<file path="src/rtl/reg_file_writeback_pkg.sv">
`default_nettype none
// ============================================================================
// Module      : reg_file_writeback_pkg
// Description : Shared definitions for the register-file writeback front end:
//               default widths, the writeback request record, the writeback
//               source encodings and the source-selection helper.
// Revision    : 1.0 - initial release
// ============================================================================
package reg_file_writeback_pkg;

    // Default widths of the register file datapath.
    localparam int WB_DATA_WIDTH = 32;
    localparam int WB_NUM_REGS   = 16;
    localparam int WB_SEL_WIDTH  = $clog2(WB_NUM_REGS);

    // One writeback request: destination register and value.
    typedef struct packed {
        logic [WB_SEL_WIDTH-1:0]  sel;
        logic [WB_DATA_WIDTH-1:0] data;
    } wb_req_t;

    // Which source owns the write port in a given cycle.
    localparam logic [1:0] WB_SRC_NONE = 2'd0;
    localparam logic [1:0] WB_SRC_ALU  = 2'd1;
    localparam logic [1:0] WB_SRC_LD   = 2'd2;
    localparam logic [1:0] WB_SRC_MD   = 2'd3;

    // The ALU always wins; otherwise at most one of the arbiter grants is set.
    function automatic logic [1:0] wb_grant_src(
        input logic alu_valid,
        input logic gnt_ld,
        input logic gnt_md
    );
        logic [1:0] src;
        src = WB_SRC_NONE;
        if (alu_valid)   src = WB_SRC_ALU;
        else if (gnt_ld) src = WB_SRC_LD;
        else if (gnt_md) src = WB_SRC_MD;
        return src;
    endfunction

endpackage : reg_file_writeback_pkg
`default_nettype wire

</file>
<file path="src/rtl/reg_file_writeback_rr_arbiter_2.sv">
`default_nettype none
// ============================================================================
// Module      : rr_arbiter_2
// Description : Two-requester round-robin arbiter. The preference pointer
//               only moves when both requesters ask in the same cycle and a
//               grant is actually issued, so an uncontended requester never
//               disturbs fairness. Grants are combinational.
// Ports       : clk, rst      - clock, synchronous active-high reset
//               i_block       - higher-priority user owns the resource
//               i_req_a/b     - requests
//               o_gnt_a/b     - grants (at most one high, both low in reset)
// Revision    : 1.0 - initial release
// ============================================================================
module rr_arbiter_2 (
    input  logic clk,
    input  logic rst,
    input  logic i_block,
    input  logic i_req_a,
    input  logic i_req_b,
    output logic o_gnt_a,
    output logic o_gnt_b
);

    // 0: requester A preferred on contention, 1: requester B preferred.
    logic r_ptr_b;
    logic w_enable;
    logic w_contend;

    always_comb begin
        w_enable  = ~rst & ~i_block;
        w_contend = i_req_a & i_req_b;
        o_gnt_a   = w_enable & i_req_a & (~i_req_b | ~r_ptr_b);
        o_gnt_b   = w_enable & i_req_b & (~i_req_a |  r_ptr_b);
    end

    always_ff @(posedge clk) begin
        if (rst) begin
            r_ptr_b <= 1'b0;
        end else if (w_enable && w_contend) begin
            r_ptr_b <= ~r_ptr_b;
        end
    end

endmodule : rr_arbiter_2
`default_nettype wire

</file>
<file path="src/rtl/reg_file_writeback.sv">
`default_nettype none
// ============================================================================
// Module      : reg_file_writeback
// Description : Writer-side front end of the register file's single write
//               port. Merges ALU (fixed latency, never stalls), load and
//               mul/div (valid/ready) writebacks into one registered write
//               stream and tracks registers with outstanding long-latency
//               writes in busy_mask.
// Ports       : clk, rst                  - clock, synchronous active-high reset
//               alu_valid/sel/data        - ALU result, always accepted
//               ld_valid/ready/sel/data   - load result handshake
//               md_valid/ready/sel/data   - mul/div result handshake
//               claim_en/claim_sel        - issue-stage destination reservation
//               write_en/sel/data         - register file write port (1 cycle)
//               busy_mask                 - outstanding ld/md destinations
// Revision    : 1.0 - initial release
// ============================================================================
module reg_file_writeback
    import reg_file_writeback_pkg::*;
#(
    parameter int DATA_WIDTH = WB_DATA_WIDTH,
    parameter int NUM_REGS   = WB_NUM_REGS,
    parameter int SEL_WIDTH  = $clog2(NUM_REGS)
) (
    input  logic                  clk,
    input  logic                  rst,
    input  logic                  alu_valid,
    input  logic [SEL_WIDTH-1:0]  alu_sel,
    input  logic [DATA_WIDTH-1:0] alu_data,
    input  logic                  ld_valid,
    output logic                  ld_ready,
    input  logic [SEL_WIDTH-1:0]  ld_sel,
    input  logic [DATA_WIDTH-1:0] ld_data,
    input  logic                  md_valid,
    output logic                  md_ready,
    input  logic [SEL_WIDTH-1:0]  md_sel,
    input  logic [DATA_WIDTH-1:0] md_data,
    input  logic                  claim_en,
    input  logic [SEL_WIDTH-1:0]  claim_sel,
    output logic                  write_en,
    output logic [SEL_WIDTH-1:0]  write_sel,
    output logic [DATA_WIDTH-1:0] write_data,
    output logic [NUM_REGS-1:0]   busy_mask
);

    // Request record sized by this instance's parameters.
    typedef struct packed {
        logic [SEL_WIDTH-1:0]  sel;
        logic [DATA_WIDTH-1:0] data;
    } req_t;

    localparam logic [SEL_WIDTH-1:0] c_SEL_ZERO = '0;

    logic                  w_gnt_ld;
    logic                  w_gnt_md;
    logic                  w_ld_xfer;
    logic                  w_md_xfer;
    logic [1:0]            w_src;
    req_t                  w_req;
    logic                  w_write;

    logic                  r_write_en;
    logic [SEL_WIDTH-1:0]  r_write_sel;
    logic [DATA_WIDTH-1:0] r_write_data;
    logic [NUM_REGS-1:0]   r_busy;

    // ------------------------------------------------------------------
    // Arbitration: the ALU blocks the arbiter outright, so the pointer is
    // frozen while the ALU holds the port.
    // ------------------------------------------------------------------
    rr_arbiter_2 u_arb (
        .clk     (clk),
        .rst     (rst),
        .i_block (alu_valid),
        .i_req_a (ld_valid),
        .i_req_b (md_valid),
        .o_gnt_a (w_gnt_ld),
        .o_gnt_b (w_gnt_md)
    );

    assign ld_ready  = w_gnt_ld;
    assign md_ready  = w_gnt_md;
    assign w_ld_xfer = ld_valid & w_gnt_ld;
    assign w_md_xfer = md_valid & w_gnt_md;

    // ------------------------------------------------------------------
    // Source mux. Requests to register 0 are accepted but produce no write.
    // ------------------------------------------------------------------
    always_comb begin
        w_src = wb_grant_src(alu_valid, w_gnt_ld, w_gnt_md);
        w_req = '0;
        case (w_src)
            WB_SRC_ALU: w_req = '{sel: alu_sel, data: alu_data};
            WB_SRC_LD:  w_req = '{sel: ld_sel,  data: ld_data};
            WB_SRC_MD:  w_req = '{sel: md_sel,  data: md_data};
            default:    w_req = '0;
        endcase
        w_write = (w_src != WB_SRC_NONE) && (w_req.sel != c_SEL_ZERO);
    end

    // Output register; sel/data only move on an actual write so the port
    // shows the last written value while idle.
    always_ff @(posedge clk) begin
        if (rst) begin
            r_write_en   <= 1'b0;
            r_write_sel  <= '0;
            r_write_data <= '0;
        end else begin
            r_write_en <= w_write;
            if (w_write) begin
                r_write_sel  <= w_req.sel;
                r_write_data <= w_req.data;
            end
        end
    end

    assign write_en   = r_write_en;
    assign write_sel  = r_write_sel;
    assign write_data = r_write_data;

    // ------------------------------------------------------------------
    // Busy scoreboard. A claim in the same cycle as a clear wins because it
    // belongs to a newer producer of that register. Register 0 never busy.
    // ------------------------------------------------------------------
    assign r_busy[0] = 1'b0;

    generate
        for (genvar i = 1; i < NUM_REGS; i++) begin : g_busy
            localparam logic [SEL_WIDTH-1:0] c_IDX = SEL_WIDTH'(i);
            logic w_claim;
            logic w_clear;

            assign w_claim = claim_en & (claim_sel == c_IDX);
            assign w_clear = (w_ld_xfer & (ld_sel == c_IDX))
                           | (w_md_xfer & (md_sel == c_IDX));

            always_ff @(posedge clk) begin
                if (rst) begin
                    r_busy[i] <= 1'b0;
                end else begin
                    r_busy[i] <= w_claim | (r_busy[i] & ~w_clear);
                end
            end
        end
    endgenerate

    assign busy_mask = r_busy;

endmodule : reg_file_writeback
`default_nettype wire

</file>
<file path="config.mk">
export PLATFORM = sky130hd
export DESIGN_NAME = reg_file_writeback
export DESIGN_NICKNAME = d
export VERILOG_FILES = /design/src/rtl/reg_file_writeback_pkg.sv /design/src/rtl/reg_file_writeback_rr_arbiter_2.sv /design/src/rtl/reg_file_writeback.sv
export SDC_FILE = /design/constraint.sdc
export NUM_CORES = 1
export LEC_CHECK = 0
export BUFFER_PORTS_ARGS = -buffer_cell sky130_fd_sc_hd__buf_4
export CORE_UTILIZATION = 45
export DETAILED_ROUTE_END_ITERATION = 7
export PLACE_DENSITY = 0.79
export SYNTH_ARGS = -nofsm -noshare
export SYNTH_HDL_FRONTEND = slang
export SYNTH_HIERARCHICAL = 1
export SYNTH_SLANG_ARGS = --single-unit
</file>
<file path="constraint.sdc">
create_clock -name clk -period 3.4 [get_ports clk]
set_input_delay 0.17 -clock clk [delete_from_list [all_inputs] [get_ports clk]]
set_output_delay 0.17 -clock clk [all_outputs]
set_load 0.05 [all_outputs]
</file>
# [Yosys cells after proc, flatten, opt, wreduce, memory -nomap -nowiden]
# Index checks and enable logic that the tools add are counted.
[op_classes] add_sub_neg=0 mul=0 n_div=0 magnitude_cmp=0 eq_ne=48 shift=0 muxes=4 n_bitwise=120 n_reduce_logical=4
[op_table] op="36-bit case mux with 3 select lines" n=1
[op_table] op="4-bit == test, second input constant" n=24
[op_table] op="1-bit AND" n=68
[op_table] op="4-bit by 3-bit == test with 1-bit output, second input constant" n=12
[op_table] op="1-bit bitwise OR" n=32
[op_table] op="4-bit by 2-bit == test with 1-bit output, second input constant" n=6
[op_table] op="1-bit inverter" n=20
[op_table] op="4-bit by 1-bit == test with 1-bit output, second input constant" n=3
[op_table] op="2-bit 2-to-1 mux" n=3
[op_table] op="2-bit == test, second input constant" n=2
[op_table] op="4-bit nonzero test" n=1
[op_table] op="2-bit by 1-bit == test with 1-bit output, second input constant" n=1
[op_table] op="1-bit logical AND" n=2
[op_table] op="2-bit nonzero test" n=1
[totals] regBits=53 latch_bits=0 mem_bits_rw=0 mem_bits_ro=0 inputBits=118 out_inout_bits=55 elab_cells=195 mem_count=0

# [Depth between registers and ports, before layout]
[logic_depth] depth_word=11 mapped_depth=9 ltp_nobuf=6

# [Cells and area by module]
# Netlist, hierarchy kept.
[by_module_without_submodules] mod="reg_file_writeback" instances=1 cells_per_inst=381 area_each_um2=3296.9 seq_area_each_um2=1041.0
[by_module_without_submodules] mod="rr_arbiter_2" instances=1 cells_per_inst=10 area_each_um2=80.1 seq_area_each_um2=20.0

# [Worst setup path before layout]
# OpenSTA, ideal clock, no wires.
[synth_path] path_type="register to register" start="register u_arb.r_ptr_b" end="register r_write_sel[0] (netlist: write_sel[0])" setup_ns=0.127 arrival_ns=1.981 required_time_ns=3.273 path_slack_ns=1.292 path_stages_with_launch=10 path_buffers=3 synth_period_minus_slack_ns=2.108 path_cell_list="dfxtp_1 -> nand2b_1 -> and3_1 -> buf_4 -> nand3b_1 -> a22o_1 -> and4_4 -> buf_12 -> buf_6 -> o2bb2ai_1"
[synth_between] elab_chain_len=9
[synth_rtl] item="start, declared" line="reg_file_writeback_rr_arbiter_2.sv:25" rtl="logic r_ptr_b;"
[synth_rtl] item="start signal, assigned" line="reg_file_writeback_rr_arbiter_2.sv:40" rtl="r_ptr_b <= ~r_ptr_b;"
[synth_rtl] item="1-bit bitwise OR *" line="reg_file_writeback_rr_arbiter_2.sv:33" rtl="o_gnt_b = w_enable & i_req_b & (~i_req_a | r_ptr_b);"
[synth_rtl] item="1-bit AND *" line="reg_file_writeback_rr_arbiter_2.sv:33"
[synth_rtl] item="net md_ready" line="reg_file_writeback.sv:35" rtl="output logic md_ready,"
[synth_rtl] item="2-bit 2-to-1 mux *" line="reg_file_writeback_pkg.sv:38" rtl="else if (gnt_md) src = WB_SRC_MD;"
[synth_rtl] item="2-bit 2-to-1 mux *" line="reg_file_writeback_pkg.sv:37" rtl="else if (gnt_ld) src = WB_SRC_LD;"
[synth_rtl] item="2-bit 2-to-1 mux *" line="reg_file_writeback_pkg.sv:36" rtl="if (alu_valid) src = WB_SRC_ALU;"
[synth_rtl] item="2-bit == test / 2-bit by 1-bit == test with 1-bit output (equally long branches)" line="reg_file_writeback.sv:92" rtl="case (w_src)"
[synth_rtl] item="36-bit case mux with 3 select lines" line="reg_file_writeback.sv:92"
[synth_rtl] item="4-bit nonzero test" line="reg_file_writeback.sv:98" rtl="w_write = (w_src != WB_SRC_NONE) && (w_req.sel != c_SEL_ZERO);"
[synth_rtl] item="1-bit logical AND" line="reg_file_writeback.sv:98"
[synth_rtl] item="end signal, assigned" line="reg_file_writeback.sv:111" rtl="r_write_sel <= w_req.sel;"
[synth_rtl] item="end, declared" line="reg_file_writeback.sv:63" rtl="logic [SEL_WIDTH-1:0] r_write_sel;"
# Mark *: on every way through the listed nets, which the timed path passes. The rest lies on a longest branch.
# A chain may end at the register's enable or synchronous reset.

# [Worst setup path in the final report]
[layout_path] start="register u_arb.r_ptr_b" end="register r_write_data[2] (netlist: write_data[2])"
[layout_between] elab_chain_len=9
[layout_rtl] item="1-bit bitwise OR / 1-bit inverter (equally long branches)" line="reg_file_writeback_rr_arbiter_2.sv:33, reg_file_writeback_rr_arbiter_2.sv:32"
[layout_rtl] item="1-bit AND / 1-bit bitwise OR (equally long branches)" line="reg_file_writeback_rr_arbiter_2.sv:33, reg_file_writeback_rr_arbiter_2.sv:32"
[layout_rtl] item="2-bit 2-to-1 mux / 1-bit AND (equally long branches)" line="reg_file_writeback_pkg.sv:38, reg_file_writeback_rr_arbiter_2.sv:32"
[layout_rtl] item="2-bit 2-to-1 mux *" line="reg_file_writeback_pkg.sv:37"
[layout_rtl] item="2-bit 2-to-1 mux *" line="reg_file_writeback_pkg.sv:36"
[layout_rtl] item="2-bit == test / 2-bit by 1-bit == test with 1-bit output (equally long branches)" line="reg_file_writeback.sv:92"
[layout_rtl] item="36-bit case mux with 3 select lines" line="reg_file_writeback.sv:92"
[layout_rtl] item="4-bit nonzero test" line="reg_file_writeback.sv:98"
[layout_rtl] item="1-bit logical AND" line="reg_file_writeback.sv:98"
[layout_rtl] item="end signal, assigned" line="reg_file_writeback.sv:112" rtl="r_write_data <= w_req.data;"
[layout_rtl] item="end, declared" line="reg_file_writeback.sv:64" rtl="logic [DATA_WIDTH-1:0] r_write_data;"
# Every way passes the cells marked *; elsewhere a longest branch is shown, timed or not.

==> results.json <==
{
  "finClkSkew_ns": 0.004947,
  "grt_overflow": 0,
  "post_cts_buffers": 0,
  "cts_made_buffers": 5,
  "synth.most_common_cell": "dfxtp_1",
  "worstPathRequired_ns": 3.63,
  "cts.sinks": 53,
  "syn_avg_cell_area_um2": 8.637,
  "peakVddDrop_mv": 0.1537,
  "htreeDepth": 2,
  "ys_top_cells_by_count": "dfxtp_1, nor2b_1, inv_1",
  "clk_latency_ns": 0.30,
  "fin_crit_ns": 2.267,
  "synth_area_um2": 3377,
  "ys_ff_latch": 53,
  "drt-wirelength-per-cell_um": 14.99,
  "cts_buffer_depth": 2,
  "dr_total_vias": 3486,
  "crit_type": "flip-flop to flip-flop",
  "postCtsResizedCells": 0,
  "rows": 31,
  "die_area_um2": 7855,
  "syn2layout_area_growth_pct": 38.94,
  "min_path_type": "input port to flip-flop",
  "hold_viol_final": 0,
  "antenna_left": 0,
  "grtUsageTotal_pct": 24.06,
  "critPathMaxFanout": 37,
  "clock.fmax_ghz": 0.4412,
  "vias_per_cell": 5.464,
  "max_cap_viol_count": 0,
  "worst_slew_pin_slew_ns": 0.7880,
  "drv_slew": 0,
  "num-nets-final": 656,
  "wirelength_um": 9564,
  "placed_area_um2": 4606,
  "clk_pin_slew_ns": 0.10,
  "place.port_buffers": 171,
  "ys.flop_type": "dfxtp_1",
  "cts_hold_buffers": 0,
  "multi_input_area_um2": 1972,
  "power_density_nw_per_um2": 330.7,
  "initial_core_util_pct": 46.56,
  "synth_edf_count": 0,
  "hpwl_um": 7126,
  "drc": 0,
  "dr.pass1.iters": 4,
  "cts_tree": "done",
  "ys_types": 31,
  "power_mw": 1.552,
  "grt_first_pass_wirelength_um": 14790,
  "seq_area_um2": 1061,
  "yosysWarnings": 6,
  "die_y_um": 88.63,
  "drive_above_1_share_pct": 34.69,
  "antenna_found_initial": 0,
  "start_kind": "flip-flop",
  "yosysTopAreaCellShare_pct": 31.42,
  "rsz0062_at_grt": "false",
  "pin_count": 173,
  "syn-num-nets": 509,
  "crit_arrival_ns": 2.50,
  "die_w_um": 88.63,
  "status": "completed",
  "synth_top_area_cell": "dfxtp_1",
  "synthTopCellsByArea": "dfxtp_1, mux2i_1, a211o_1, a221oi_1, nor2b_1",
  "grt_max_degree": 91,
  "fin_crit_sh_pct": 66.67,
  "ys_async_sr_fraction_pct": 0,
  "n_antenna_cell": 0,
  "relSlewSlack_pct": 47.47,
  "power_leakage_nw": 2.137,
  "drtIter0Drc": 153,
  "coreArea_um2": 7253,
  "gp_congestion": 0.9033,
  "yosysSeqAreaShare_pct": 31.42,
  "design_area_um2": 4692,
  "end_kind": "flip-flop",
  "setup_tns_ns": 0,
  "cts_root_buf": "clkbuf_8",
  "syn-instance-count": 391,
  "final-setup-viol-count": 0,
  "grt_pass1_vias": 3046,
  "fillers": 663
}
per-layer routing:
| metal | global-route usage, % | vias to the layer above | share of wire (%) |
|---|---|---|---|
| met5 | 0 | - | 0 |
| met4 | 6.745 | 0 | 1.5 |
| met3 | 6.437 | 13 | 8.9 |
| met2 | 41.61 | 153 | 49 |
| met1 | 29.36 | 1612 | 41 |
| li1 | - | 1708 | - |
final cells by class:
| type | instances | area share, % |
|---|---|---|
| clock buffers | 5 | 1.467 |
| clock inverters | 3 | 0.3733 |
| inverters | 36 | 2.880 |
| multi-input cells | 267 | 42.03 |
| flip-flops and latches | 53 | 22.61 |
| well taps | 99 | 2.640 |
| repair buffers | 175 | 28.00 |
registers in the layout, indices dropped and copies added, names as in the netlist:
register       count
busy_mask         15
write_en           1
write_data        32
u_arb/r_ptr_b      1
write_sel          4
kinds of logic after synthesis:
group	share of synthesized area, %
AND/OR/NAND/NOR	23.56
AO/OA/AOI/OAI	24.75
buffers and inverters	10.23
flip-flops	31.42
multiplexers	9.930
other	0.1110
stage by stage:
| stage | hold WS, ns | std cells | util [%] | setup WS [ns] |
|---|---|---|---|---|
| 6_report | 0.1677 | 638 | 64.69 | 1.133 |
| 5_1_grt | 0.1667 | 638 | 64.69 | 0.9186 |
| 4_1_cts | 0.1625 | 638 | 64.69 | 1.122 |
| 3_5_place_dp | 0.4639 | 630 | 63.50 | 1.063 |
| 3_3_place_gp | 0.4537 | 630 | 63.50 | 1.132 |
| 2_1_floorplan | 0.3219 | 391 | - | 1.292 |
worst max-delay path, stage by stage (launching register included):
cell and delay (ns):
dfxtp_1 0.34, nand2_1 0.06, and3_2 0.53, nand3b_1 0.18, a22o_1 0.16, and4_4 0.64
mux2i_1 0.26
cell usage in the layout, fill, tap and decap left out:
| master | synthesis | routed |
|---|---|---|
| and3_2 | 0 | 1 |
| and4bb_2 | 1 | 1 |
| o2bb2ai_1 | 4 | 4 |
| clkbuf_8 | 0 | 5 |
| a211o_1 | 32 | 32 |
| dfxtp_1 | 53 | 53 |
| a21oi_1 | 8 | 8 |
| inv_1 | 36 | 36 |
| a221oi_1 | 32 | 32 |
| a22o_1 | 4 | 4 |
| nor3b_1 | 1 | 1 |
| nor4bb_1 | 1 | 1 |
| and3_1 | 3 | 2 |
| nand3b_1 | 5 | 5 |
| clkinvlp_4 | 0 | 1 |
| a22oi_1 | 22 | 22 |
| nor2_1 | 18 | 18 |
| and3b_1 | 1 | 1 |
| clkinv_2 | 0 | 2 |
| buf_4 | 2 | 175 |
| nand2_1 | 2 | 2 |
| nand2b_1 | 33 | 33 |
| nor2b_1 | 42 | 42 |
| and4b_1 | 4 | 4 |
| nand3_1 | 16 | 16 |
| mux2_4 | 1 | 1 |
| conb_1 | 1 | 1 |
| and4_1 | 2 | 2 |
| mux2i_1 | 32 | 32 |
| and2b_1 | 1 | 1 |
| and4_4 | 1 | 1 |
path summary, 6_finish.rpt:
| kind | startpoint | end | slack, ns | cells after the start |
|---|---|---|---|---|
| worst max-delay path | u_arb/r_ptr_b$_SDFFE_PP0P_ | write_data[2]$_SDFFE_PP0P_ | 1.13 | 6 |
| worst min-delay path | claim_sel[0] | busy_mask[7]$_SDFF_PP0_ | 0.17 | 3 |
| worst max register to register | u_arb/r_ptr_b$_SDFFE_PP0P_ | write_data[2]$_SDFFE_PP0P_ | 1.13 | 6 |
| worst min register to register | busy_mask[7]$_SDFF_PP0_ | busy_mask[7]$_SDFF_PP0_ | 0.47 | 2 |
where the power goes:
part           internal [mW]  switching [mW]  total [mW]
sequential             0.659          0.0219       0.681
clock                  0.143           0.210       0.353
combinational          0.224           0.293       0.517
(Power assumes the default switching activity.)
